[config.mk]
export PLATFORM = sky130hd
export DESIGN_NAME = fb_rect_writer_flat
export DESIGN_NICKNAME = d
export VERILOG_FILES = /design/src/rtl/fb_rect_writer_if.sv /design/src/rtl/fb_rect_writer.sv /design/src/flat_wrapper.sv
export SDC_FILE = /design/constraint.sdc
export NUM_CORES = 1
export LEC_CHECK = 0
export CORE_ASPECT_RATIO = 1.25
export CORE_MARGIN = 2
export CORE_UTILIZATION = 37
export DETAILED_ROUTE_END_ITERATION = 7
export PLACE_DENSITY_LB_ADDON = 0.08
export REMOVE_ABC_BUFFERS = 1
export SETUP_SLACK_MARGIN = 0.1
export SLEW_MARGIN = 20
export SYNTH_ARGS = -nofsm -noshare
export SYNTH_HDL_FRONTEND = slang
export SYNTH_SLANG_ARGS = --single-unit
[constraint.sdc]
create_clock -name clk -period 5.3 [get_ports clk]
set_clock_uncertainty 0.05 [all_clocks]
set_input_delay 0.53 -clock clk [delete_from_list [all_inputs] [get_ports clk]]
set_output_delay 0.53 -clock clk [all_outputs]
set_load 0.05 [all_outputs]
[src/rtl/fb_rect_writer_if.sv]
`timescale 1ns/1ps
`default_nettype none
// ============================================================================
// Module      : fb_rect_writer_if
// Description : Command handshake and framebuffer write-port bundle for the
//               rectangle-fill engine.
// Revision    : 1.0  initial release
// ============================================================================
interface fb_rect_writer_if #(
  parameter int COLOR_W = 15
);
  // Command side
  logic               cmd_valid;
  logic               cmd_ready;
  logic               cmd_clear;
  logic [6:0]         cmd_x;
  logic [5:0]         cmd_y;
  logic [7:0]         cmd_w;
  logic [6:0]         cmd_h;
  logic [COLOR_W-1:0] cmd_color;

  // Framebuffer write port and status
  logic [12:0]        mem_waddr;
  logic [COLOR_W-1:0] mem_wdata;
  logic               mem_web;
  logic               busy;
  logic               done;

  // Command source (game / CPU logic)
  modport master (
    output cmd_valid, cmd_clear, cmd_x, cmd_y, cmd_w, cmd_h, cmd_color,
    input  cmd_ready, mem_waddr, mem_wdata, mem_web, busy, done
  );

  // Rectangle writer
  modport slave (
    input  cmd_valid, cmd_clear, cmd_x, cmd_y, cmd_w, cmd_h, cmd_color,
    output cmd_ready, mem_waddr, mem_wdata, mem_web, busy, done
  );
endinterface
`default_nettype wire

[src/rtl/fb_rect_writer.sv]
`timescale 1ns/1ps
`default_nettype none
// ============================================================================
// Module      : fb_rect_writer
// Description : Clipped rectangle-fill / clear-screen engine. Writes one pixel
//               per clock into the framebuffer in raster order.
// Revision    : 1.0  initial release
// ============================================================================
module fb_rect_writer #(
  parameter int FB_W    = 128,
  parameter int FB_H    = 64,
  parameter int COLOR_W = 15
) (
  input  logic            clk,
  input  logic            rst,
  fb_rect_writer_if.slave bus
);

  localparam logic [1:0] c_IDLE = 2'd0;
  localparam logic [1:0] c_FILL = 2'd1;
  localparam logic [1:0] c_DONE = 2'd2;

  localparam logic [7:0] c_FB_W8 = 8'(FB_W);
  localparam logic [7:0] c_FB_H8 = 8'(FB_H);

  logic [1:0]         r_state;
  logic               r_cmd_ready;
  logic               r_busy;
  logic               r_done;
  logic               r_mem_web;
  logic [12:0]        r_mem_waddr;
  logic [COLOR_W-1:0] r_mem_wdata;   // doubles as the latched fill colour
  logic [6:0]         r_x0;
  logic [6:0]         r_x_last;
  logic [5:0]         r_y_last;
  logic [6:0]         r_cx;
  logic [5:0]         r_cy;

  logic [7:0] w_x_room;
  logic [7:0] w_y_room;
  logic [7:0] w_h8;
  logic [7:0] w_ew;
  logic [7:0] w_eh;
  logic [6:0] w_x0;
  logic [5:0] w_y0;
  logic [6:0] w_x_last;
  logic [5:0] w_y_last;
  logic       w_empty;
  logic       w_accept;
  logic       w_row_end;
  logic       w_last;
  logic [6:0] w_cx_next;
  logic [5:0] w_cy_next;

  // Clip the requested size against the screen edges and derive the last pixel
  always_comb begin
    w_x_room = c_FB_W8 - {1'b0, bus.cmd_x};
    w_y_room = c_FB_H8 - {2'b0, bus.cmd_y};
    w_h8     = {1'b0, bus.cmd_h};
    if (bus.cmd_clear) begin
      w_x0 = 7'd0;
      w_y0 = 6'd0;
      w_ew = c_FB_W8;
      w_eh = c_FB_H8;
    end else begin
      w_x0 = bus.cmd_x;
      w_y0 = bus.cmd_y;
      w_ew = (bus.cmd_w < w_x_room) ? bus.cmd_w : w_x_room;
      w_eh = (w_h8 < w_y_room) ? w_h8 : w_y_room;
    end
    // Modular arithmetic is exact here: x0+ew-1 <= 127 and y0+eh-1 <= 63
    w_x_last  = w_x0 + w_ew[6:0] - 7'd1;
    w_y_last  = w_y0 + w_eh[5:0] - 6'd1;
    w_empty   = (w_ew == 8'd0) || (w_eh == 8'd0);
    w_accept  = bus.cmd_valid && r_cmd_ready && (r_state == c_IDLE);
    w_row_end = (r_cx == r_x_last);
    w_last    = w_row_end && (r_cy == r_y_last);
    w_cx_next = r_cx + 7'd1;
    w_cy_next = r_cy + 6'd1;
  end

  // Command FSM and raster walker; the pixel on the write port is (r_cx, r_cy)
  always_ff @(posedge clk) begin
    if (!rst) begin
      r_state     <= c_IDLE;
      r_cmd_ready <= 1'b1;
      r_busy      <= 1'b0;
      r_done      <= 1'b0;
      r_mem_web   <= 1'b0;
      r_mem_waddr <= 13'd0;
      r_mem_wdata <= '0;
      r_x0        <= 7'd0;
      r_x_last    <= 7'd0;
      r_y_last    <= 6'd0;
      r_cx        <= 7'd0;
      r_cy        <= 6'd0;
    end else begin
      case (r_state)
        c_IDLE: begin
          if (w_accept) begin
            r_cmd_ready <= 1'b0;
            r_busy      <= 1'b1;
            r_mem_wdata <= bus.cmd_color;
            r_x0        <= w_x0;
            r_x_last    <= w_x_last;
            r_y_last    <= w_y_last;
            r_cx        <= w_x0;
            r_cy        <= w_y0;
            if (w_empty) begin
              r_done  <= 1'b1;
              r_state <= c_DONE;
            end else begin
              // First pixel goes out straight from the accept edge
              r_mem_web   <= 1'b1;
              r_mem_waddr <= {w_y0, w_x0};
              r_state     <= c_FILL;
            end
          end
        end
        c_FILL: begin
          if (w_last) begin
            r_mem_web <= 1'b0;
            r_done    <= 1'b1;
            r_state   <= c_DONE;
          end else if (w_row_end) begin
            r_cx        <= r_x0;
            r_cy        <= w_cy_next;
            r_mem_waddr <= {w_cy_next, r_x0};
          end else begin
            r_cx        <= w_cx_next;
            r_mem_waddr <= {r_cy, w_cx_next};
          end
        end
        c_DONE: begin
          r_done      <= 1'b0;
          r_busy      <= 1'b0;
          r_cmd_ready <= 1'b1;
          r_state     <= c_IDLE;
        end
        default: begin
          r_state     <= c_IDLE;
          r_mem_web   <= 1'b0;
          r_done      <= 1'b0;
          r_busy      <= 1'b0;
          r_cmd_ready <= 1'b1;
        end
      endcase
    end
  end

  assign bus.cmd_ready = r_cmd_ready;
  assign bus.busy      = r_busy;
  assign bus.done      = r_done;
  assign bus.mem_web   = r_mem_web;
  assign bus.mem_waddr = r_mem_waddr;
  assign bus.mem_wdata = r_mem_wdata;

endmodule
`default_nettype wire

[src/flat_wrapper.sv]
// flat-port wrapper written by rule: the top's interface ports become plain ports
module fb_rect_writer_flat 
#(
  parameter int FB_W    = 128,
  parameter int FB_H    = 64,
  parameter int COLOR_W = 15
)
  (clk, rst, bus_cmd_valid, bus_cmd_clear, bus_cmd_x, bus_cmd_y, bus_cmd_w, bus_cmd_h, bus_cmd_color, bus_cmd_ready, bus_mem_waddr, bus_mem_wdata, bus_mem_web, bus_busy, bus_done);
  fb_rect_writer_if #(.COLOR_W(COLOR_W)) bus_i ();
  input  logic clk;
  input  logic rst;
  input wire logic [$bits(bus_i.cmd_valid)-1:0] bus_cmd_valid;
  input wire logic [$bits(bus_i.cmd_clear)-1:0] bus_cmd_clear;
  input wire logic [$bits(bus_i.cmd_x)-1:0] bus_cmd_x;
  input wire logic [$bits(bus_i.cmd_y)-1:0] bus_cmd_y;
  input wire logic [$bits(bus_i.cmd_w)-1:0] bus_cmd_w;
  input wire logic [$bits(bus_i.cmd_h)-1:0] bus_cmd_h;
  input wire logic [$bits(bus_i.cmd_color)-1:0] bus_cmd_color;
  output wire logic [$bits(bus_i.cmd_ready)-1:0] bus_cmd_ready;
  output wire logic [$bits(bus_i.mem_waddr)-1:0] bus_mem_waddr;
  output wire logic [$bits(bus_i.mem_wdata)-1:0] bus_mem_wdata;
  output wire logic [$bits(bus_i.mem_web)-1:0] bus_mem_web;
  output wire logic [$bits(bus_i.busy)-1:0] bus_busy;
  output wire logic [$bits(bus_i.done)-1:0] bus_done;
  assign bus_i.cmd_valid = bus_cmd_valid;
  assign bus_i.cmd_clear = bus_cmd_clear;
  assign bus_i.cmd_x = bus_cmd_x;
  assign bus_i.cmd_y = bus_cmd_y;
  assign bus_i.cmd_w = bus_cmd_w;
  assign bus_i.cmd_h = bus_cmd_h;
  assign bus_i.cmd_color = bus_cmd_color;
  assign bus_cmd_ready = bus_i.cmd_ready;
  assign bus_mem_waddr = bus_i.mem_waddr;
  assign bus_mem_wdata = bus_i.mem_wdata;
  assign bus_mem_web = bus_i.mem_web;
  assign bus_busy = bus_i.busy;
  assign bus_done = bus_i.done;
  fb_rect_writer #(.FB_W(FB_W), .FB_H(FB_H), .COLOR_W(COLOR_W)) u_core (.clk(clk), .rst(rst), .bus(bus_i));
endmodule
# Yosys cells after proc, flatten, opt, wreduce, memory -nomap -nowiden
# Cells that the tools add are included.
dict set report op_classes {
  bitwise 2
  n_mux 35
  n_reduce_logical 16
  div_mod_pow 0
  shifts 0
  n_lt_le_gt_ge 2
  mul 0
  add_sub_neg 8
  eq_ne 10
}
# cell count
set op_table {}
lappend op_table {{$mux W13} 4}
lappend op_table {{$mux W8} 4}
lappend op_table {{$mux W7} 4}
lappend op_table {{$pmux W13 S2} 1}
lappend op_table {{$mux W6} 4}
lappend op_table {{$logic_not A8 Y1} 2}
lappend op_table {{$pmux W7 S2} 1}
lappend op_table {{$pmux W6 S2} 1}
lappend op_table {{$reduce_and A4 Y1} 3}
lappend op_table {{$lt A7 B8 Y1} 1}
lappend op_table {{$lt A8 B8 Y1} 1}
lappend op_table {{$mux W1} 8}
lappend op_table {{$ne A2 B1 Y1 const B} 4}
lappend op_table {{$sub A7 B6 Y8 const A} 1}
lappend op_table {{$sub A8 B7 Y8 const A} 1}
lappend op_table {{$add A7 B1 Y7 const B} 1}
lappend op_table {{$add A7 B7 Y7} 1}
lappend op_table {{$eq A7 B7 Y1} 1}
lappend op_table {{$sub A7 B1 Y7 const B} 1}
lappend op_table {{$add A6 B1 Y6 const B} 1}
lappend op_table {{$add A6 B6 Y6} 1}
lappend op_table {{$eq A6 B6 Y1} 1}
lappend op_table {{$mux W2} 3}
lappend op_table {{$pmux W1 S2} 3}
lappend op_table {{other kinds (13)} 20}
dict set report totals {
  latch_bits 0
  register_bits 67
  ram_bits 0
  word_cells 85
  rom_bits 0
  mem_count 0
}

# Depth between registers and ports, before layout
dict set report depth {
  word_depth 9
  ltp_mapped 21
  ltp_nobuf 21
}

# Least setup slack after synthesis
# Ideal clock, no wire load.
dict set report synth_timing {
  kind {input-to-reg}
  start {input bus_cmd_x[2]}
  end {register u_core.r_x_last[6]}
  required_ns 5.164
  arrival_time_ns 4.559
  n_path_buf 0
  setup_slack_ns 0.606
  cell_stages 18
  path_cell_list {or3_4 or3b_2 xnor2_1 ha_1 a21o_1 a21oi_1 o31a_1 a21oi_1 or2_2 ha_1 inv_1 ha_1 a21o_1 a21oi_1 or4b_2 o2111ai_1 xor2_1 a211oi_1}
}
dict set report synth_between {
  elab_chain_len 6
  word_cells_on_any_way 7
}
# element line_no
set synth_rtl {}
lappend synth_rtl {{start: declaration} flat_wrapper.sv:14} ;# input wire logic [$bits(bus_i.cmd_x)-1:0] bus_cmd_x;
lappend synth_rtl {{$sub A8 B7 Y8} fb_rect_writer.sv:57} ;# w_x_room = c_FB_W8 - {1'b0, bus.cmd_x};
lappend synth_rtl {{$lt A8 B8 Y1} fb_rect_writer.sv:68} ;# w_ew = (bus.cmd_w < w_x_room) ? bus.cmd_w : w_x_room;
lappend synth_rtl {{$mux W8} fb_rect_writer.sv:68}
lappend synth_rtl {{$mux W8} fb_rect_writer.sv:60} ;# if (bus.cmd_clear) begin
lappend synth_rtl {{$add A7 B7 Y7 *} fb_rect_writer.sv:72} ;# w_x_last = w_x0 + w_ew[6:0] - 7'd1;
lappend synth_rtl {{$sub A7 B1 Y7 *} fb_rect_writer.sv:72}
lappend synth_rtl {{end signal: assignment} fb_rect_writer.sv:105} ;# r_x_last <= w_x_last;
lappend synth_rtl {{end: declaration} fb_rect_writer.sv:34} ;# logic [6:0] r_x_last;
# Mark *: on every way between the ends. The rest lies on a longest branch, timed or not.
# A chain may end at the register's enable or synchronous reset.

# Final worst setup path
# Ends and elaborated chain as after synthesis.

==> summary by stage <==
Route
The routed design has 14300 um of wire. The number of vias per cell is 5.53. The average routed wire per standard cell is 16.3 um.

The first routing iteration left 274 violations. In this run the remaining antenna-violating nets after routing total 0. After detailed routing, the number of remaining DRC violations is 0. The routed layout has 4861 vias. The detailed-routing iteration count for the pre-antenna-repair pass is 5.

Logic synthesis
The average cell area after synthesis is 7.74 um2. The number of standard cells after synthesis is 626. Yosys printed 0 warnings. In this run, synthesis produced a sequential element count of 67. The dominant synthesized flop cell is sky130_fd_sc_hd__dfxtp_1.

The synthesized design contains 0 enable-type register cells. Counting flops with an async set or reset pin after synthesis yields a share of 0%. After synthesis, the netlist uses 61 different library cells. For this run, the register share of the synthesized area comes to 27.7%. The mapped netlist covers 4850 um2.

Critical path
The category of the worst setup path capture point is a flip-flop. The worst setup path is launched from a primary input. The data required time of the worst path is 5.44 ns.

The path type of the worst setup path is in -> reg. For the worst setup path, the data arrival time is 5.14 ns. The biggest fanout along the worst timing path is 6.

Clock tree
TritonCTS built the clock tree. The clock sink count is 67. The maximum level of the CTS H-tree is 3. For the worst-skew pair, the clock arrives at the later sink with an insertion delay of 0.33 ns. No sink is reached through more buffers than the 2 on the longest clock path. After clock tree synthesis, the clock-pin slew on the worst setup and hold paths is 0.05 ns.

TritonCTS created 9 clock buffers. The number of hold buffers added after CTS was 0. The clock root buffer is sky130_fd_sc_hd__clkbuf_16.

Layout
The number of antenna repair diodes is 0. The number of fillers in the final layout is 1291. In the final layout, the share of cells above drive strength 1 is 10.3%. The final instance area is 6230 um2. The net total in the final layout is 793.

The area growth from synthesis to layout is 28.6%.

Run
The tool flagged a number of max-cap violations equal to 0.

Die
The floorplan step defined a die boundary enclosing 14000 um2. The floorplan step set the die width to 106 um. The I/O pin count is 79.

The die is 132 um tall. The number of placement rows is 46. For this configuration, the core starts out at a cell density of 38.1%. The core region area is 12700 um2.

Power
The share of total power dissipated in sequential elements is 31.8%. The internal power of the cells totals 1.23 mW. The share of total power dissipated in combinational logic is 37.2%.

Summed over all nets, the switching power comes to 712 uW. Dividing total power by cell area gives a power density of 311 nW/um2. The net switching share of the total power is 36.7%. The leakage power is 2.46 nW.

The clock network accounts for 31.0% of the total power. IR analysis of the VDD net gives a maximum drop of 192 uV.

STA
Headroom to the max-slew limit came out at 36.0%. The final count of pins violating max slew is 0. The worst path needs 4.99 ns of the cycle, external delays included. Timing would allow up to 0.200 GHz. Of the available clock period, the critical path in the final layout requires 94.2%. Once routing completed, OpenROAD measured the worst setup slack at 0.309 ns. At the pin with the least slew margin, the transition time is 0.960 ns. The number of hold violations in the final report came to 0. The number of setup violations in the final report is 0.

Setup repair after global routing could not meet its margin everywhere.

Global routing
For this run the aggregate overflow at the end of global routing stands at 0. The pin count of the biggest net entering global routing is 49. The number of global-route vias before repair was 4822. The number of antenna violations at the first check in global routing is 0.

Across every metal layer, demand over resource in global routing totals 20.8%. The first global-routing pass estimated 23600 um of wire.

Placed design
The placement-stage worst setup slack is -0.0436 ns. The total placed instance area is 5910 um2. Buffers placed on the I/O ports in this run total 78. At the end of routability-driven placement, the weighted congestion stood at 0.888. Detailed placement finished with a half-perimeter wire length of 10500 um.

Status
The flow ran to the end, and the final reports show no timing, DRC or antenna violations.

Hold path
The kind of path behind the tightest hold check is reg -> reg.
metrics by stage:
step,setup TNS [ns],util [%],power [mW],std cells,hold WS [ns]
final,0,49.0,1.94,879,0.400
after global routing,0,49.0,2.06,879,0.417
after CTS,0,48.8,1.95,878,0.403
after detailed placement,-0.0548,46.4,1.34,863,0.396
after global placement,0,46.4,1.33,863,0.392
after floorplan,0,-,1.09,587,0.387
worst paths after layout:
kind | from | end | depth (start not counted) | slack, ns
max reg2reg | u_core.r_cx[1] | u_core.r_cy[2] | 7 | 1.96
min | u_core.bus.mem_wdata[0] | u_core.bus.mem_wdata[0] | 2 | 0.40
min reg2reg | u_core.bus.mem_wdata[0] | u_core.bus.mem_wdata[0] | 2 | 0.40
max | bus_cmd_x[2] | u_core.r_x_last[6] | 20 | 0.31
routing by layer:
metal / global-route usage, % / up-vias / part of all wire (%)
met5: 0 / - / 0
met4: 4.31 / 0 / 1.2
met3: 4.60 / 14 / 3.7
met2: 37.9 / 95 / 52
met1: 24.9 / 2312 / 43
li1: - / 2440 / -
logic make-up (layout without fill, tap and decap cells):
logic type                 Yosys count  after routing  share of synthesized area (%)
DFF                                 67             67                           27.7
xor gates and xnor gates            38             38                           6.87
adders and majority gates           39             39                           10.4
buffers and inverters               74            159                           6.07
AOI/OAI and AO/OA                  155            155                           22.7
muxes                                8              8                           2.19
and+or+nand+nor                    245            245                           24.1
Yosys cell counts (6+ instances only):
cell type / n / area (um2)
sky130_fd_sc_hd__a211oi_1: 9 / 67.6
sky130_fd_sc_hd__nand2_1: 91 / 342
sky130_fd_sc_hd__nand2b_1: 8 / 50.1
sky130_fd_sc_hd__ha_1: 37 / 463
sky130_fd_sc_hd__a21oi_1: 49 / 245
sky130_fd_sc_hd__nor2_1: 53 / 199
sky130_fd_sc_hd__inv_1: 35 / 131
sky130_fd_sc_hd__o31ai_1: 6 / 45.0
sky130_fd_sc_hd__or4_1: 7 / 52.6
sky130_fd_sc_hd__nand4_1: 15 / 93.8
sky130_fd_sc_hd__xor2_1: 12 / 105
sky130_fd_sc_hd__nor4_1: 6 / 37.5
sky130_fd_sc_hd__dfxtp_1: 67 / 1340
sky130_fd_sc_hd__a32oi_1: 13 / 114
sky130_fd_sc_hd__o21ai_0: 15 / 75.1
sky130_fd_sc_hd__nand3_1: 22 / 110
sky130_fd_sc_hd__xnor2_1: 26 / 228
sky130_fd_sc_hd__clkbuf_1: 30 / 113
sky130_fd_sc_hd__a21o_1: 7 / 52.6
sky130_fd_sc_hd__o211ai_1: 8 / 60.1
sky130_fd_sc_hd__nor3_1: 14 / 70.1
sky130_fd_sc_hd__or3_1: 6 / 37.5
sky130_fd_sc_hd__o2111ai_1: 14 / 123
sky130_fd_sc_hd__a31oi_1: 9 / 56.3
flip-flops by register name, indices dropped and copies added, names as in the netlist:
register,flops
u_core.bus.mem_wdata,15
u_core.bus.mem_waddr,13
u_core.r_cx,7
u_core.r_x0,7
u_core.r_x_last,7
u_core.r_cy,6
u_core.r_y_last,6
u_core.r_state,2
u_core.bus.busy,1
u_core.bus.cmd_ready,1
u_core.bus.done,1
u_core.bus.mem_web,1
worst max-delay path, stage by stage:
cell                              delay [ns]
sky130_fd_sc_hd__clkdlybuf4s50_1        0.42
sky130_fd_sc_hd__or3_4                  0.41
sky130_fd_sc_hd__or3b_2                 0.49
sky130_fd_sc_hd__xnor2_1                0.15
sky130_fd_sc_hd__ha_1                   0.30
sky130_fd_sc_hd__nand3_1                0.11
sky130_fd_sc_hd__o31a_1                 0.37
sky130_fd_sc_hd__buf_4                  0.16
sky130_fd_sc_hd__nor2_1                 0.09
sky130_fd_sc_hd__a21oi_1                0.04
sky130_fd_sc_hd__or2_2                  0.28
sky130_fd_sc_hd__ha_1                   0.27
sky130_fd_sc_hd__inv_1                  0.06
sky130_fd_sc_hd__ha_1                   0.28
sky130_fd_sc_hd__a21o_1                 0.10
sky130_fd_sc_hd__a21oi_1                0.07
sky130_fd_sc_hd__or4b_2                 0.61
sky130_fd_sc_hd__o2111ai_1              0.13
sky130_fd_sc_hd__xor2_1                 0.18
sky130_fd_sc_hd__a211oi_1               0.09
area by class of cell:
class                           instances  area (um2)  area share, %
Clock buffer                           13         260           4.18
Clock inverter                          2        35.0          0.562
Inverter                               35         131           2.11
Multi-Input combinational cell        485        3240           52.0
Sequential cell                        67        1340           21.5
Tap cell                              168         210           3.37
Timing Repair Buffer                  109        1020           16.3
what timing repair did:
action / in CTS / in global routing
setup buffers: 0 / 1
endpoints found under the setup margin: 0 / 2
resized for setup: 0 / 5
power groups by stage:
stage               registers (mW)  logic (mW)  clock network, mW
detailed placement           0.628       0.713                  0
global placement             0.626       0.705                  0
CTS                          0.617       0.718              0.615
floorplan                    0.698       0.389                  0
finish                       0.617       0.721              0.600
global route                 0.626       0.796              0.640
layout by cell type, fill, tap and decap left out, types with 6 or more instances in the layout:
cell type | netlist | final
sky130_fd_sc_hd__a211oi_1 | 9 | 9
sky130_fd_sc_hd__or3_1 | 6 | 6
sky130_fd_sc_hd__o2111ai_1 | 14 | 14
sky130_fd_sc_hd__nand4_1 | 15 | 15
sky130_fd_sc_hd__xor2_1 | 12 | 12
sky130_fd_sc_hd__clkbuf_16 | 0 | 9
sky130_fd_sc_hd__ha_1 | 37 | 37
sky130_fd_sc_hd__or4_1 | 7 | 7
sky130_fd_sc_hd__nor4_1 | 6 | 6
sky130_fd_sc_hd__a32oi_1 | 13 | 13
sky130_fd_sc_hd__a31oi_1 | 9 | 9
sky130_fd_sc_hd__o211ai_1 | 8 | 8
sky130_fd_sc_hd__nand2_1 | 91 | 91
sky130_fd_sc_hd__a21oi_1 | 49 | 48
sky130_fd_sc_hd__o21ai_0 | 15 | 14
sky130_fd_sc_hd__nand2b_1 | 8 | 8
sky130_fd_sc_hd__clkdlybuf4s50_1 | 0 | 77
sky130_fd_sc_hd__xnor2_1 | 26 | 24
sky130_fd_sc_hd__o31ai_1 | 6 | 6
sky130_fd_sc_hd__a21o_1 | 7 | 7
sky130_fd_sc_hd__dfxtp_1 | 67 | 67
sky130_fd_sc_hd__buf_4 | 1 | 31
sky130_fd_sc_hd__nor3_1 | 14 | 14
sky130_fd_sc_hd__inv_1 | 35 | 35
sky130_fd_sc_hd__nor2_1 | 53 | 51
sky130_fd_sc_hd__nand3_1 | 22 | 22
(Power assumes the default switching activity.)
